==> config.mk <==
export PLATFORM = sky130hd
export DESIGN_NAME = bus_cmd_bridge
export DESIGN_NICKNAME = d
export VERILOG_FILES = /design/src/rtl/bus_pkg.sv /design/src/rtl/bus_cmd_fifo.sv /design/src/rtl/bus_cmd_bridge.sv
export SDC_FILE = /design/constraint.sdc
export NUM_CORES = 1
export LEC_CHECK = 0
export CAP_MARGIN = 5
export CELL_PAD_IN_SITES_DETAIL_PLACEMENT = 1
export CELL_PAD_IN_SITES_GLOBAL_PLACEMENT = 2
export CORE_ASPECT_RATIO = 0.8
export CORE_MARGIN = 5
export CORE_UTILIZATION = 28
export CTS_BUF_LIST = sky130_fd_sc_hd__clkbuf_8
export DETAILED_ROUTE_END_ITERATION = 6
export GPL_TIMING_DRIVEN = 0
export PLACE_DENSITY_LB_ADDON = 0.1
export SETUP_SLACK_MARGIN = 0.15
export SLEW_MARGIN = 10
export SYNTH_ARGS = -nofsm -noshare
export SYNTH_HDL_FRONTEND = slang
export SYNTH_SLANG_ARGS = --single-unit
==> constraint.sdc <==
create_clock -name clk -period 2.1 [get_ports clk]
set_input_delay 0.315 -clock clk [delete_from_list [all_inputs] [get_ports clk]]
set_output_delay 0.315 -clock clk [all_outputs]
set_load 0.02 [all_outputs]
==> src/rtl/bus_pkg.sv <==
`default_nettype none
// ============================================================================
// Module   : bus_pkg
// Purpose  : Shared types and the address-window helper for the bus bridge.
// Revision : 1.0 - initial release
// ============================================================================
package bus_pkg;

    localparam int c_bus_addr_width = 5;
    localparam int c_bus_data_width = 4;

    // Window bounds are 32 bits wide so an exclusive end can sit one past the
    // top of any address space narrower than 32 bits.
    typedef struct packed {
        logic [31:0] start_addr;
        logic [31:0] end_addr;
    } addr_range_t;

    typedef enum logic [1:0] {
        ST_IDLE  = 2'd0,
        ST_DRIVE = 2'd1,
        ST_RESP  = 2'd2
    } bridge_state_e;

    typedef struct packed {
        logic                        r_wn;
        logic [c_bus_addr_width-1:0] addr;
        logic [c_bus_data_width-1:0] wdata;
    } cmd_t;

    function automatic logic addr_in_ranges(input logic [31:0] a, input addr_range_t r);
        return (a >= r.start_addr) && (a < r.end_addr);
    endfunction

endpackage
`default_nettype wire

==> src/rtl/bus_cmd_fifo.sv <==
`default_nettype none
// ============================================================================
// Module   : bus_cmd_fifo
// Purpose  : Command FIFO with wrap-bit pointers; pushes are refused when full.
// Revision : 1.0 - initial release
// ============================================================================
module bus_cmd_fifo
    import bus_pkg::*;
#(
    parameter type T          = cmd_t,
    parameter int  FIFO_DEPTH = 4
) (
    input  logic                          clk,
    input  logic                          rst,
    input  logic                          push,
    input  T                              push_data,
    input  logic                          pop,
    output T                              pop_data,
    output logic                          full,
    output logic                          empty,
    output logic [$clog2(FIFO_DEPTH):0]   count
);

    localparam int c_ptr_w = $clog2(FIFO_DEPTH);
    localparam logic [c_ptr_w:0] c_depth = (c_ptr_w + 1)'(FIFO_DEPTH);
    localparam logic [c_ptr_w:0] c_one   = (c_ptr_w + 1)'(1);

    logic [c_ptr_w:0] r_wr_ptr;
    logic [c_ptr_w:0] r_rd_ptr;
    T                 r_mem [FIFO_DEPTH];
    logic             w_push;
    logic             w_pop;

    // Full is judged on the registered count, so a same-cycle pop never frees a slot.
    assign count    = r_wr_ptr - r_rd_ptr;
    assign full     = (count == c_depth);
    assign empty    = (r_wr_ptr == r_rd_ptr);
    assign w_push   = push && !full;
    assign w_pop    = pop && !empty;
    assign pop_data = r_mem[r_rd_ptr[c_ptr_w-1:0]];

    always_ff @(posedge clk or posedge rst) begin
        if (rst) begin
            r_wr_ptr <= '0;
            r_rd_ptr <= '0;
        end else begin
            if (w_push) begin
                r_wr_ptr <= r_wr_ptr + c_one;
            end
            if (w_pop) begin
                r_rd_ptr <= r_rd_ptr + c_one;
            end
        end
    end

    always_ff @(posedge clk) begin
        if (w_push) begin
            r_mem[r_wr_ptr[c_ptr_w-1:0]] <= push_data;
        end
    end

endmodule
`default_nettype wire

==> src/rtl/bus_cmd_bridge.sv <==
`default_nettype none
// ============================================================================
// Module   : bus_cmd_bridge
// Purpose  : Turns a valid/ready command stream into native bus cycles and
//            returns one response per command; misses never reach the bus.
// Revision : 1.0 - initial release
// ============================================================================
module bus_cmd_bridge
    import bus_pkg::*;
#(
    parameter int          ADDR_WIDTH   = 5,
    parameter int          DATA_WIDTH   = 4,
    parameter int          FIFO_DEPTH   = 4,
    parameter int          RD_LATENCY   = 1,
    parameter int          NUM_RANGES   = 2,
    parameter addr_range_t VALID_RANGES [NUM_RANGES] = '{'{32'd0, 32'd4}, '{32'd16, 32'd24}}
) (
    input  logic                  clk,
    input  logic                  rst,
    input  logic                  cmd_valid,
    output logic                  cmd_ready,
    input  logic                  cmd_r_wn,
    input  logic [ADDR_WIDTH-1:0] cmd_addr,
    input  logic [DATA_WIDTH-1:0] cmd_wdata,
    output logic                  rsp_valid,
    input  logic                  rsp_ready,
    output logic [DATA_WIDTH-1:0] rsp_rdata,
    output logic                  rsp_err,
    output logic                  r_wn,
    output logic [ADDR_WIDTH-1:0] addr,
    output logic [DATA_WIDTH-1:0] wdata,
    input  logic [DATA_WIDTH-1:0] rdata,
    output logic                  busy
);

    typedef struct packed {
        logic                  r_wn;
        logic [ADDR_WIDTH-1:0] addr;
        logic [DATA_WIDTH-1:0] wdata;
    } bridge_cmd_t;

    localparam int              c_cnt_w      = $clog2(RD_LATENCY + 1);
    localparam int              c_fifo_cnt_w = $clog2(FIFO_DEPTH) + 1;
    localparam logic [c_cnt_w-1:0] c_cnt_rd  = c_cnt_w'(RD_LATENCY);
    localparam logic [c_cnt_w-1:0] c_cnt_one = c_cnt_w'(1);

    localparam logic [1:0] c_st_idle  = ST_IDLE;
    localparam logic [1:0] c_st_drive = ST_DRIVE;
    localparam logic [1:0] c_st_resp  = ST_RESP;

    logic [1:0]              r_state;
    logic [c_cnt_w-1:0]      r_cnt;
    logic                    r_bus_r_wn;
    logic [ADDR_WIDTH-1:0]   r_bus_addr;
    logic [DATA_WIDTH-1:0]   r_bus_wdata;
    logic [DATA_WIDTH-1:0]   r_rsp_rdata;
    logic                    r_rsp_err;

    bridge_cmd_t             w_push_cmd;
    bridge_cmd_t             w_head;
    logic                    w_full;
    logic                    w_empty;
    logic                    w_pop;
    logic                    w_hit;
    logic [NUM_RANGES-1:0]   w_win_hit;
    logic [c_fifo_cnt_w-1:0] w_count;

    assign w_push_cmd = {cmd_r_wn, cmd_addr, cmd_wdata};
    assign w_pop      = (r_state == c_st_idle) && !w_empty;

    bus_cmd_fifo #(
        .T          (bridge_cmd_t),
        .FIFO_DEPTH (FIFO_DEPTH)
    ) u_fifo (
        .clk       (clk),
        .rst       (rst),
        .push      (cmd_valid),
        .push_data (w_push_cmd),
        .pop       (w_pop),
        .pop_data  (w_head),
        .full      (w_full),
        .empty     (w_empty),
        .count     (w_count)
    );

    for (genvar g = 0; g < NUM_RANGES; g++) begin : g_win
        assign w_win_hit[g] = addr_in_ranges(32'(w_head.addr), VALID_RANGES[g]);
    end
    assign w_hit = |w_win_hit;

    always_ff @(posedge clk or posedge rst) begin
        if (rst) begin
            r_state     <= c_st_idle;
            r_cnt       <= '0;
            r_bus_r_wn  <= 1'b1;
            r_bus_addr  <= '0;
            r_bus_wdata <= '0;
            r_rsp_rdata <= '0;
            r_rsp_err   <= 1'b0;
        end else begin
            case (r_state)
                c_st_idle: begin
                    if (!w_empty) begin
                        if (w_hit) begin
                            r_bus_r_wn  <= w_head.r_wn;
                            r_bus_addr  <= w_head.addr;
                            r_bus_wdata <= w_head.wdata;
                            r_cnt       <= w_head.r_wn ? c_cnt_rd : c_cnt_one;
                            r_state     <= c_st_drive;
                        end else begin
                            r_rsp_err   <= 1'b1;
                            r_rsp_rdata <= '0;
                            r_state     <= c_st_resp;
                        end
                    end
                end
                c_st_drive: begin
                    if (r_cnt == c_cnt_one) begin
                        r_rsp_rdata <= r_bus_r_wn ? rdata : '0;
                        r_rsp_err   <= 1'b0;
                        r_bus_r_wn  <= 1'b1;
                        r_bus_addr  <= '0;
                        r_bus_wdata <= '0;
                        r_state     <= c_st_resp;
                    end else begin
                        r_cnt <= r_cnt - c_cnt_one;
                    end
                end
                c_st_resp: begin
                    if (rsp_ready) begin
                        r_state <= c_st_idle;
                    end
                end
                default: begin
                    r_state <= c_st_idle;
                end
            endcase
        end
    end

    assign cmd_ready = !w_full;
    assign rsp_valid = (r_state == c_st_resp);
    assign rsp_rdata = r_rsp_rdata;
    assign rsp_err   = r_rsp_err;
    assign r_wn      = r_bus_r_wn;
    assign addr      = r_bus_addr;
    assign wdata     = r_bus_wdata;
    assign busy      = (w_count != '0) || (r_state != c_st_idle);

endmodule
`default_nettype wire
==> summary.md <==
| Metric | Value |
|---|---|
| Status | finished, final reports clean |
| Core Area | 9650 um2 |
| Port Buffers | 35 |
| Syn. warnings | 0 |
| Row Count | 32 |
| Detailed placer's ending HPWL | between 4000 and 5000 um |
| Reg power frac | 31.0% |
| Clock sinks | 64 |
| Antenna Cells | 0 |
| Commonest non-fill, non-tap cells in the layout | edfxtp_1 (40), clkdlybuf4s50_1 (32), dfrtp_1 (22) |
| Crit path capture type | flop |
| Crit path max fanout | 5 |
| Hold Violations, Final | 0 |
| FILL cells | 979 |
| # setup viols final | 0 |
| Total track usage | 10.4% |
| Ys async rst share | a little under two fifths |
| Final nets | 247 |
| Drt total wl | 5850 um |
| #FFs+latches synth | 64 |
| Routed len/inst | 16.1 um |
| DRT antenna net count | 0 |
| Cell Int Power | ~4200 uW |
| Number of buffers created by CTS | 9 |
| Via density | ~4.3 |
| Max Fclk | 477 MHz |
| Mean area per synthesized cell | ~17 um2 |
| Layout cell share with drive strength beyond 1 | 37.9% |
| Worst Path Arrival | around 2.3 ns |
| Area Growth Syn to Fin | 36.6% |
| Clock transition at path regs | ~0.07 ns |
| Post-synth top flop | edfxtp_1 |
| Die height | 99.1 um |
| Fin crit share | 99.7% |
| EDFF count, synth | 40 |
| Worst IR Drop VDD | roughly 0.00048 V |
| Library cells used by synthesis | 41 |
| Max Cap Viol | 0 |
| Initial Util | 28.8% |
| Worst EP required | 2.32 ns |
| Worst Clk Skew | 0.00924 ns |
| Final RePlAce weighted congestion | 0.699 |
| FF+latch area | 1800 um2 |
| Die Area | ~12000 um2 |
| Layout Utilization | 39.3% |
| Combinational power share | 50.7% |
| Sw Ratio | 34.1% |
| CTS Root Cell | clkbuf_8 |
| PwrDens | 1670 nW/um2 |
| Max Slew Vio Count | 0 |
| Clock power share | 18.3% |
| Clock buffer depth | 2 |
| Lkg Pwr | 0.00145 uW |
| Switch Pwr | 2150 uW |
| Slew @ Worst Pin | 1.00 ns |
| Die Width | around 120 um |
| Cts-stage hold buffer count | 0 |
| Slew HR | 33.0% |
| Final setup margin | 0.00575 ns |
| Area of the multi-input gates | 1040 um2 |
| Commonest non-fill, non-tap cell in the layout | edfxtp_1 |
| Overall power | 6320 uW |
| Critical path type | flop to flop |
| Tmin final | around 2.1 ns |
| Routed via count | between 1500 and 2000 |
| Net count after synthesis | roughly 190 |
| Pin count of the biggest net entering global routing | 25 |
| Vias in the first global route | between 1500 and 2000 |
| Register area share after synthesis | 64.9% |
| Pre-antenna DRT Iters | 4 |
| First-pass GRT wire length | 9390 um |
| Worst slack, placed | -0.316 ns |
| Class of the worst hold path | flop to flop |
| CP startpoint kind | flop |
| GRT overflow | 0 |
| I/O Pins | 36 |
| Initial antenna violation count | 0 |
| Worst skew pair latency | approximately 0.34 ns |
| CTS tree | done |
| Residual DRC | 0 |
| Drt initial violations | 42 |
| # H-tree levels | 3 |
| Synthesized cell area | around 2800 um2 |
| RSZ-0062 raised after global routing | true |
| Synthesized instance count | around 160 |
[synthesized netlist by cell type (all sizes together) (3+ instances only)]
cell    instances  area, um2
and2            4       26.3
and2b          10       85.1
and3            4       25.0
dfrtp          23        576
edfxtp         40       1200
ha              7       87.6
inv             9       33.8
mux2           12        135
mux4           10        244
nand2b          3       26.3
nor2            4       15.0
xnor2           6       52.6
[critical path, stage by stage (launching register included)]
cell and delay, ns:
dfrtp_1 0.40, buf_6 0.13, inv_4 0.05, ha_4 0.21, and3b_2 0.23, buf_4 0.15, a211oi_4 0.29, o31ai_4 0.15
buf_4 0.16, a22o_1 0.22
[sequential cells by signal (all words and copies together), names as in the netlist]
| register | count |
|---|---|
| r_wn | 1 |
| r_state | 2 |
| u_fifo.r_rd_ptr | 3 |
| u_fifo.r_wr_ptr | 3 |
| r_cnt | 1 |
| addr | 5 |
| u_fifo.r_mem | 40 |
| rsp_err | 1 |
| wdata | 4 |
| rsp_rdata | 4 |
[routing by layer]
layer | GRT usage, % | vias up | share of wire (%)
met5 | 0 | - | 0
met4 | 2.93 | 0 | 0.22
met3 | 4.53 | 4 | 5.3
met2 | 16.2 | 41 | 49
met1 | 13.1 | 801 | 45
li1 | - | 729 | -
[layout make-up]
| class | instances | share of cell area (%) |
|---|---|---|
| buffer | 4 | 1.06 |
| clock buffer | 9 | 3.27 |
| tap | 136 | 4.49 |
| multi-input combinational | 84 | 27.3 |
| inverter | 9 | 0.956 |
| clock inverter | 7 | 2.51 |
| sequential | 64 | 47.6 |
| timing repair buffer | 50 | 12.9 |
[through the flow]
stage	setup TNS (ns)	area, um2	hold slack (ns)	cells
floorplan	0	2800	0.329	161
global route	-0.591	3790	0.526	363
global placement	-7.49	3320	0.450	332
CTS	-0.174	3710	0.491	357
detailed placement	-8.75	3320	0.474	332
finish	0	3790	0.496	363
[final timing paths]
check | start | endpoint | slack, ns | cells after the start
setup / recovery | u_fifo.r_rd_ptr[1]$_DFFE_PP0P_ | rsp_rdata[2]$_DFFE_PP0P_ | 0.006 | 9
hold / removal | addr[3]$_DFFE_PP0P_ | addr[3]$_DFFE_PP0P_ | 0.50 | 1
setup reg to reg | u_fifo.r_rd_ptr[1]$_DFFE_PP0P_ | rsp_rdata[2]$_DFFE_PP0P_ | 0.006 | 9
hold reg to reg | addr[3]$_DFFE_PP0P_ | addr[3]$_DFFE_PP0P_ | 0.50 | 1
max in group asynchronous | rst | u_fifo.r_rd_ptr[0]$_DFFE_PP0P_ | 0.91 | 2
min in group asynchronous | rst | u_fifo.r_rd_ptr[1]$_DFFE_PP0P_ | 0.52 | 2
[power by group through the flow]
| stage | sequential [uW] | combinational, uW | clock, uW |
|---|---|---|---|
| 6_report | 1960 | 3210 | 1150 |
| 5_1_grt | 2000 | 3470 | 1260 |
| 2_1_floorplan | 2050 | 1610 | 0 |
| 3_5_place_dp | 1970 | 2500 | 0 |
| 4_1_cts | 1970 | 3010 | 1190 |
| 3_3_place_gp | 1930 | 2440 | 0 |
[repair_timing]
action | 4_1_cts | 5_1_grt
pin swaps | 6 | 11
setup buffers | 9 | 6
endpoints found under the hold margin | 0 | 0
gates cloned | 0 | 0
setup endpoints to repair | 59 | 57
gates resized for setup | 32 | 9
[cell families (layout without fill, tap and decap cells)]
family	count (synthesis)	after routing	synth area share, %
multiplexers	23	23	14.0
adder cells (fa/ha/maj)	7	7	3.15
buffers and inverters	13	79	2.07
XOR/XNOR	6	6	1.89
flip-flops	64	64	64.9
AND/OR/NAND/NOR	35	35	8.83
AO/OA/AOI/OAI	13	13	5.09
(Power assumes the default switching activity.)
